--- config.mk ---
export PLATFORM = sky130hd
export DESIGN_NAME = div_unit_controller
export DESIGN_NICKNAME = d
export VERILOG_FILES = /design/src/rtl/div_unit_controller.sv
export SDC_FILE = /design/constraint.sdc
export NUM_CORES = 1
export LEC_CHECK = 0
export CORE_MARGIN = 2
export CORE_UTILIZATION = 46
export CTS_CLUSTER_DIAMETER = 120
export DETAILED_ROUTE_END_ITERATION = 12
export PLACE_DENSITY = 0.85
export SLEW_MARGIN = 20
export SYNTH_ARGS = -nofsm -noshare
export SYNTH_HDL_FRONTEND = slang
export SYNTH_SLANG_ARGS = --single-unit
--- constraint.sdc ---
create_clock -name clk -period 2.63 [get_ports clk]
set_clock_uncertainty 0.1 [all_clocks]
set_input_delay 0.526 -clock clk [delete_from_list [all_inputs] [get_ports clk]]
set_output_delay 0.526 -clock clk [all_outputs]
set_load 0.05 [all_outputs]
--- src/rtl/div_unit_controller.sv ---
// div_unit_controller: sequences one DIV/DIVU/REM/REMU request through the registered divider core.
// Define DIV_UNIT_REUSE_EN to keep the last core result and answer repeated operands without the core.
module div_unit_controller #(
  parameter int C_WIDTH = 32,
  parameter int ID_W    = 3
) (
  input  logic               clk,
  input  logic               rst,
  input  logic               issue_valid,
  output logic               issue_ready,
  input  logic [1:0]         issue_op,
  input  logic [C_WIDTH-1:0] issue_rs1,
  input  logic [C_WIDTH-1:0] issue_rs2,
  input  logic [ID_W-1:0]    issue_id,
  output logic               core_start,
  output logic               core_ack,
  output logic [C_WIDTH-1:0] core_A,
  output logic [C_WIDTH-1:0] core_B,
  input  logic [C_WIDTH-1:0] core_Q,
  input  logic [C_WIDTH-1:0] core_R,
  input  logic               core_complete,
  input  logic               core_B_is_zero,
  output logic               wb_valid,
  input  logic               wb_ready,
  output logic [C_WIDTH-1:0] wb_data,
  output logic [ID_W-1:0]    wb_id,
  output logic               busy,
  output logic [1:0]         dbg_state
);

  // Handshakes (issue, writeback): a transfer happens on the rising edge where valid && ready are
  // both high; the sender holds valid and payload stable until that edge.
  typedef enum logic [1:0] {ST_IDLE, ST_START, ST_WAIT, ST_WB} state_t;

  localparam logic [C_WIDTH-1:0] ONE = {{(C_WIDTH-1){1'b0}}, 1'b1};

  state_t state, state_next;

  logic               issue_signed;
  logic               rs1_neg, rs2_neg;
  logic [C_WIDTH-1:0] mag_a, mag_b;
  logic               div_zero;
  logic               reuse_hit;
  logic [C_WIDTH-1:0] early_result;
  logic               neg_q, neg_r, rem_op;
  logic [C_WIDTH-1:0] q_fix, r_fix, core_result;

  assign issue_signed = ~issue_op[0];
  assign rs1_neg      = issue_signed & issue_rs1[C_WIDTH-1];
  assign rs2_neg      = issue_signed & issue_rs2[C_WIDTH-1];
  assign mag_a        = rs1_neg ? (~issue_rs1 + ONE) : issue_rs1;
  assign mag_b        = rs2_neg ? (~issue_rs2 + ONE) : issue_rs2;
  assign div_zero     = (issue_rs2 == '0);

  assign q_fix        = neg_q ? (~core_Q + ONE) : core_Q;
  assign r_fix        = neg_r ? (~core_R + ONE) : core_R;
  assign core_result  = rem_op ? r_fix : q_fix;

`ifdef DIV_UNIT_REUSE_EN
  logic               reuse_valid, reuse_signed, op_signed;
  logic [C_WIDTH-1:0] reuse_rs1, reuse_rs2, reuse_q, reuse_r, op_rs1, op_rs2;

  assign reuse_hit = reuse_valid && !div_zero && (reuse_rs1 == issue_rs1) &&
                     (reuse_rs2 == issue_rs2) && (reuse_signed == issue_signed);

  // Raw operands of the request in flight are kept so the store can be keyed on them at completion.
  always_ff @(posedge clk or negedge rst) begin
    if (!rst) begin
      reuse_valid  <= 1'b0;
      reuse_signed <= 1'b0;
      reuse_rs1    <= '0;
      reuse_rs2    <= '0;
      reuse_q      <= '0;
      reuse_r      <= '0;
      op_signed    <= 1'b0;
      op_rs1       <= '0;
      op_rs2       <= '0;
    end else begin
      if (state == ST_IDLE && issue_valid) begin
        op_signed <= issue_signed;
        op_rs1    <= issue_rs1;
        op_rs2    <= issue_rs2;
      end
      if (core_ack) begin
        reuse_valid  <= 1'b1;
        reuse_signed <= op_signed;
        reuse_rs1    <= op_rs1;
        reuse_rs2    <= op_rs2;
        reuse_q      <= q_fix;
        reuse_r      <= r_fix;
      end
    end
  end
`else
  assign reuse_hit = 1'b0;
`endif

  always_comb begin
    early_result = issue_op[1] ? issue_rs1 : '1;
`ifdef DIV_UNIT_REUSE_EN
    if (!div_zero) early_result = issue_op[1] ? reuse_r : reuse_q;
`endif
  end

  always_ff @(posedge clk or negedge rst) begin
    if (!rst) state <= ST_IDLE;
    else      state <= state_next;
  end

  always_comb begin
    state_next = state;
    case (state)
      ST_IDLE:  if (issue_valid) state_next = (div_zero || reuse_hit) ? ST_WB : ST_START;
      ST_START: state_next = ST_WAIT;
      ST_WAIT:  if (core_complete) state_next = ST_WB;
      ST_WB:    if (wb_ready) state_next = ST_IDLE;
      default:  state_next = ST_IDLE;
    endcase
  end

  assign issue_ready = (state == ST_IDLE);
  assign busy        = (state != ST_IDLE);
  assign core_start  = (state == ST_START);
  assign core_ack    = (state == ST_WAIT) && core_complete;
  assign wb_valid    = (state == ST_WB);
  assign dbg_state   = state;

  // Magnitudes stay registered from accept through WAIT so the core sees stable operands.
  always_ff @(posedge clk or negedge rst) begin
    if (!rst) begin
      core_A  <= '0;
      core_B  <= '0;
      neg_q   <= 1'b0;
      neg_r   <= 1'b0;
      rem_op  <= 1'b0;
      wb_data <= '0;
      wb_id   <= '0;
    end else begin
      if (state == ST_IDLE && issue_valid) begin
        core_A <= mag_a;
        core_B <= mag_b;
        neg_q  <= rs1_neg ^ rs2_neg;
        neg_r  <= rs1_neg;
        rem_op <= issue_op[1];
        wb_id  <= issue_id;
        if (div_zero || reuse_hit) wb_data <= early_result;
      end
      if (core_ack) wb_data <= core_result;
    end
  end

  // A zero divisor is resolved before the core, so the core flagging one while we wait is a bug.
  a_no_core_zero_divisor: assert property (@(posedge clk) disable iff (!rst)
    !(state == ST_WAIT && core_B_is_zero));

endmodule
# Yosys cells after proc, flatten, opt, wreduce, memory -nomap -nowiden
# Cells that the tools add are included.
[totals] out_inout_bits=106 input_bits=139 regBits=104
[classes] bitwise=8 n_eq_ne=6 addsub=4 mux=14 reduce_logical=9
[ops] op="2-to-1 mux 32 bit" count=9
[ops] op="adder 32 x 1 -> 32 bit, second input constant" count=4
[ops] op="NOT 32 bit" count=4
[ops] op="logical NOT 32 bit" count=1
[ops] op="2-to-1 mux 2 bit" count=4
[ops] op="one-hot mux 2 bit (4 select lines)" count=1
[ops] op="nonzero test 2 bit" count=3
[ops] op="equality test 2 bit, second input constant" count=2
[ops] op="inequality test 2 bit, second input constant" count=2
[ops] op="AND reduction 3 bit" count=1
[ops] op="AND 1 bit" count=2
[ops] op="equality test 2 x 1 -> 1 bit, second input constant" count=1
[ops] op="logical AND 1 bit" count=2
[ops] op="logical NOT 2 bit" count=1
[ops] op="inequality test 2 x 1 -> 1 bit, second input constant" count=1
[ops] op="AND reduction 2 bit" count=1
[ops] op="NOT 1 bit" count=1
[ops] op="bitwise XOR 1 bit" count=1

# Logic depth before layout (Yosys ltp)
[depth] depth_word=5 depth_mapped=10

# Worst setup path after synthesis
# OpenSTA, ideal clock, no wires.
[synth_path] path_kind="input -> register" from="input port core_R[0]" to="register wb_data[30]" path_stages=8 path_slack_ns=-0.395 arrival_ns=2.821 setup_ns=0.104 path_cell_list="inv_1 ha_1 or4b_2 or4_4 or4_4 o21ai_0 xor2_1 a221oi_1"
[synth_between] elab_chain_len=5
[synth_lines] element="start, declared" line="20" rtl="input logic [C_WIDTH-1:0] core_R,"
[synth_lines] element="NOT 32 bit" line="56" rtl="assign r_fix = neg_r ? (~core_R + ONE) : core_R;"
[synth_lines] element="adder 32 x 1 -> 32 bit" line="56"
[synth_lines] element="2-to-1 mux 32 bit" line="56"
[synth_lines] element="2-to-1 mux 32 bit" line="57" rtl="assign core_result = rem_op ? r_fix : q_fix;"
[synth_lines] element="2-to-1 mux 32 bit" line="148" rtl="if (core_ack) wb_data <= core_result;"
[synth_lines] element="end signal, assigned" line="146" rtl="if (div_zero || reuse_hit) wb_data <= early_result;"
[synth_lines] element="end signal, assigned" line="148"
[synth_lines] element="end, declared" line="25" rtl="output logic [C_WIDTH-1:0] wb_data,"
# Every way passes these cells.
# A chain may end at the register's enable or synchronous reset.

# Worst setup path after layout
[layout_path] from="input port issue_rs2[14]" to="register wb_data[18]"
[layout_between] elab_chain_len=3
[layout_lines] element="start, declared" line="13" rtl="input logic [C_WIDTH-1:0] issue_rs2,"
[layout_lines] element="logical NOT 32 bit" line="53" rtl="assign div_zero = (issue_rs2 == '0);"
[layout_lines] element="nonzero test 2 bit (no source line)"
[layout_lines] element="AND reduction 2 bit (no source line)"
# Every way passes these cells.

==> impl_metrics.toml <==
[yosys]
yosys.area.top_type = "dfrtp_1"
synth.net_count = 1008
async_flop_share_pct = 100
synth-main-ff-cell = "dfrtp_1"
synth_area_leaders = "dfrtp_1 37%, o21ai_0 8.6%, xnor2_1 8.1%, nand2_1 6.6%, xor2_1 6.2%"
synth_cells = 861
yosys.area.top_type_share_pct = 36.9
ys_ff_latch = 104
netlist_area_um2 = 7050
synth_cell_types = 52
ys_seq_area_share_pct = 36.9
synth-edff-count = 0
yosys_warnings = 0
avgSynthCellArea_um2 = 8.19

[die]
die_area_um2 = 16300
core-area_um2 = 15100
die_x_um = 128
die_y_um = 128
ios = 245
num_rows = 45
start_util_pct = 46.7

[global_route]
grt-ovfl-total = 0
grtUsageTotal_pct = 34.6
antenna_found_initial = 1
grt_pass1_vias = 8446
grt_pass1_wl_um = 44300
grt_max_degree = 134

[sta]
grt_setup_unrepaired = "true"
final_max_slew_viol_count = 0
relSlewSlack_pct = 56.0
hold_violations = 0
fin_ws_ns = -0.0121
tightest_slew_ns = 0.660
min_period_over_period_pct = 100
fin_crit_ns = 2.64
clock.fmax_mhz = 378
setup_violations = 2

[status]
outcome = "finished with violations"
violations = "negative setup slack"

[finish]
fin_nets = 1418
utilization_pct = 78.6
drive_gt1_share_pct = 23.3
final_common_cell = "clkdlybuf4s50_1"
most-common-layout-cells = "221 x clkdlybuf4s50_1, 197 x buf_4, 123 x nand2_1"
area_growth_pct = 68.3
layoutNonFillerInstCount = 1465

[placement]
gp_congestion = 1.03
dp_cells = 1440
hpwlAfterDp_um = 21800
port_buffers = 243

[critical_path]
cp_slowest_cell = "clkdlybuf4s50_1"
cp.arrival_ns = 2.81
cp_max_fo = 8
required_ns = 2.79
reg2regPathDepth = 8
worstSetupStartpoint = "issue_rs2[14]"
slowest_delay_ns = 0.43
regToRegStartpoint = "dbg_state[0]$_DFFE_PN0P_"
crit_type = "primary input to flop"
path_cells = "clkdlybuf4s50_1, nor3_1, nand4_1, buf_4, nor4b_4, buf_6, or2_4, o21ai_0, a221oi_1"
cp-start-kind = "primary input"
end_kind = "flop"

[clock_network]
cts_max_level = 3
clock_path_buffers = 2
clkLatencyLatePin_ns = 0.36
cts_tree = "done"
cts_sinks = 104
cts_buffers = 9
root_buffer = "clkbuf_16"
cts.clk_slew.worst_paths_ns = 0.08

[power]
comb_power_share_pct = 64.4
p_sw_share_pct = 51.3
clockPowerShare_pct = 11.7
p_int_mw = 5.99
peakVddDrop_mv = 0.523
power_frac_seq_pct = 24.0
p_leak_nw = 4.87
powerDensity_nw_per_um2 = 1040
power_switching_mw = 6.32

[routing]
ant_nets = 0
drcViolationCount = 0
routed_via_density = 5.96
drtPass1Iterations = 5
routed_wl_um = 29900
drt_iter0_drc = 840
vias = 8732
wl_per_cell_um = 20.4

[min_path]
hp-class = "primary input to async pin"

[job]
max_cap_violations = 0
## worst paths after layout
| kind | slack, ns | endpoint |
|---|---|---|
| min in group clk | 0.38 | wb_data[0]$_DFFE_PN0P_ |
| worst min register to register | 0.38 | wb_data[0]$_DFFE_PN0P_ |
| max in group asynchronous | 1.76 | neg_r$_DFFE_PN0P_ |
| worst min-delay path | 0.01 | core_B[12]$_DFFE_PN0P_ |
| worst max register to register | 0.39 | wb_data[18]$_DFFE_PN0P_ |
| worst max-delay path | -0.01 | wb_data[18]$_DFFE_PN0P_ |
## worst max-delay path: cells and delay by family
| family | cells | cell delay, ns |
|---|---|---|
| AO/OA/AOI/OAI | 2 | 0.40 |
| buffers and inverters | 3 | 0.83 |
| AND/OR/NAND/NOR | 4 | 1.04 |
## cell type report
type | instances | area (µm²)
clock inverters | 4 | 51.3
inverters | 17 | 66.3
fillers | 980 | 3220
repair buffers | 448 | 4020
multi-input cells | 691 | 4630
flip-flops and latches | 104 | 2600
diodes | 1 | 2.50
clock buffers | 12 | 256
well taps | 188 | 235
## synth_stat cells, drive strengths merged, types with 14 or more instances
master / n
nor2: 59
inv: 16
clkbuf: 42
nor4: 18
dfrtp: 104
o41ai: 22
o31ai: 29
or4: 14
or3: 16
xor2: 50
o21ai: 124
xnor2: 65
nand2: 124
nor3: 33
a21oi: 31
## power groups by stage
stage / clock [mW] / sequential [mW] / combinational (mW)
finish: 1.44 / 2.95 / 7.92
global route: 1.50 / 3.01 / 8.29
CTS: 1.42 / 2.92 / 7.72
detailed placement: 0 / 2.93 / 7.64
global placement: 0 / 2.89 / 7.50
floorplan: 0 / 5.36 / 2.26
## logic make-up (layout without fill, tap and decap cells)
| group | after synthesis | count (layout) | share of synthesized area (%) |
|---|---|---|---|
| simple gates | 317 | 317 | 21.8 |
| compound gates | 246 | 246 | 21.3 |
| xor+xnor | 115 | 115 | 14.3 |
| flops | 104 | 104 | 36.9 |
| buf+inv | 66 | 481 | 3.60 |
| fa+ha+maj | 8 | 8 | 1.42 |
| mux | 5 | 5 | 0.727 |
| other cells | 0 | 1 | 0 |
## registers in the layout, summed over array words and instances (netlist names)
name / count
core_A: 32
core_B: 32
wb_data: 32
wb_id: 3
dbg_state: 2
neg_q: 1
neg_r: 1
rem_op: 1
## stage by stage
stage                     power (mW)  worst slack [ns]  setup TNS [ns]  hold slack [ns]  instance area [µm²]
final                           12.3           -0.0121         -0.0148           0.0146                11900
after global routing            12.8            -0.162           -3.25           0.0443                11900
after CTS                       12.1           0.00266               0           0.0234                11600
after detailed placement        10.6            -0.757          -22.07            0.369                11200
after global placement          10.4            -0.694          -17.96            0.358                11200
after floorplan                 7.63            -0.240          -0.559            0.130                 7170
## layer usage
layer,track usage [%],vias up,wire (µm)
met1,44.2,4097,11500
li1,-,3934,-
met5,0,-,0
met2,57.5,578,14200
met3,5.01,123,2570
met4,17.6,0,1610
## timing repair
action / in CTS / in global routing
pin swaps: 20 / 19
cloned: 1 / 0
hold buffers: 0 / 0
resized for setup: 63 / 54
setup endpoints to repair: 42 / 38
setup buffers: 4 / 3
Power figures use the tool's default switching activity.
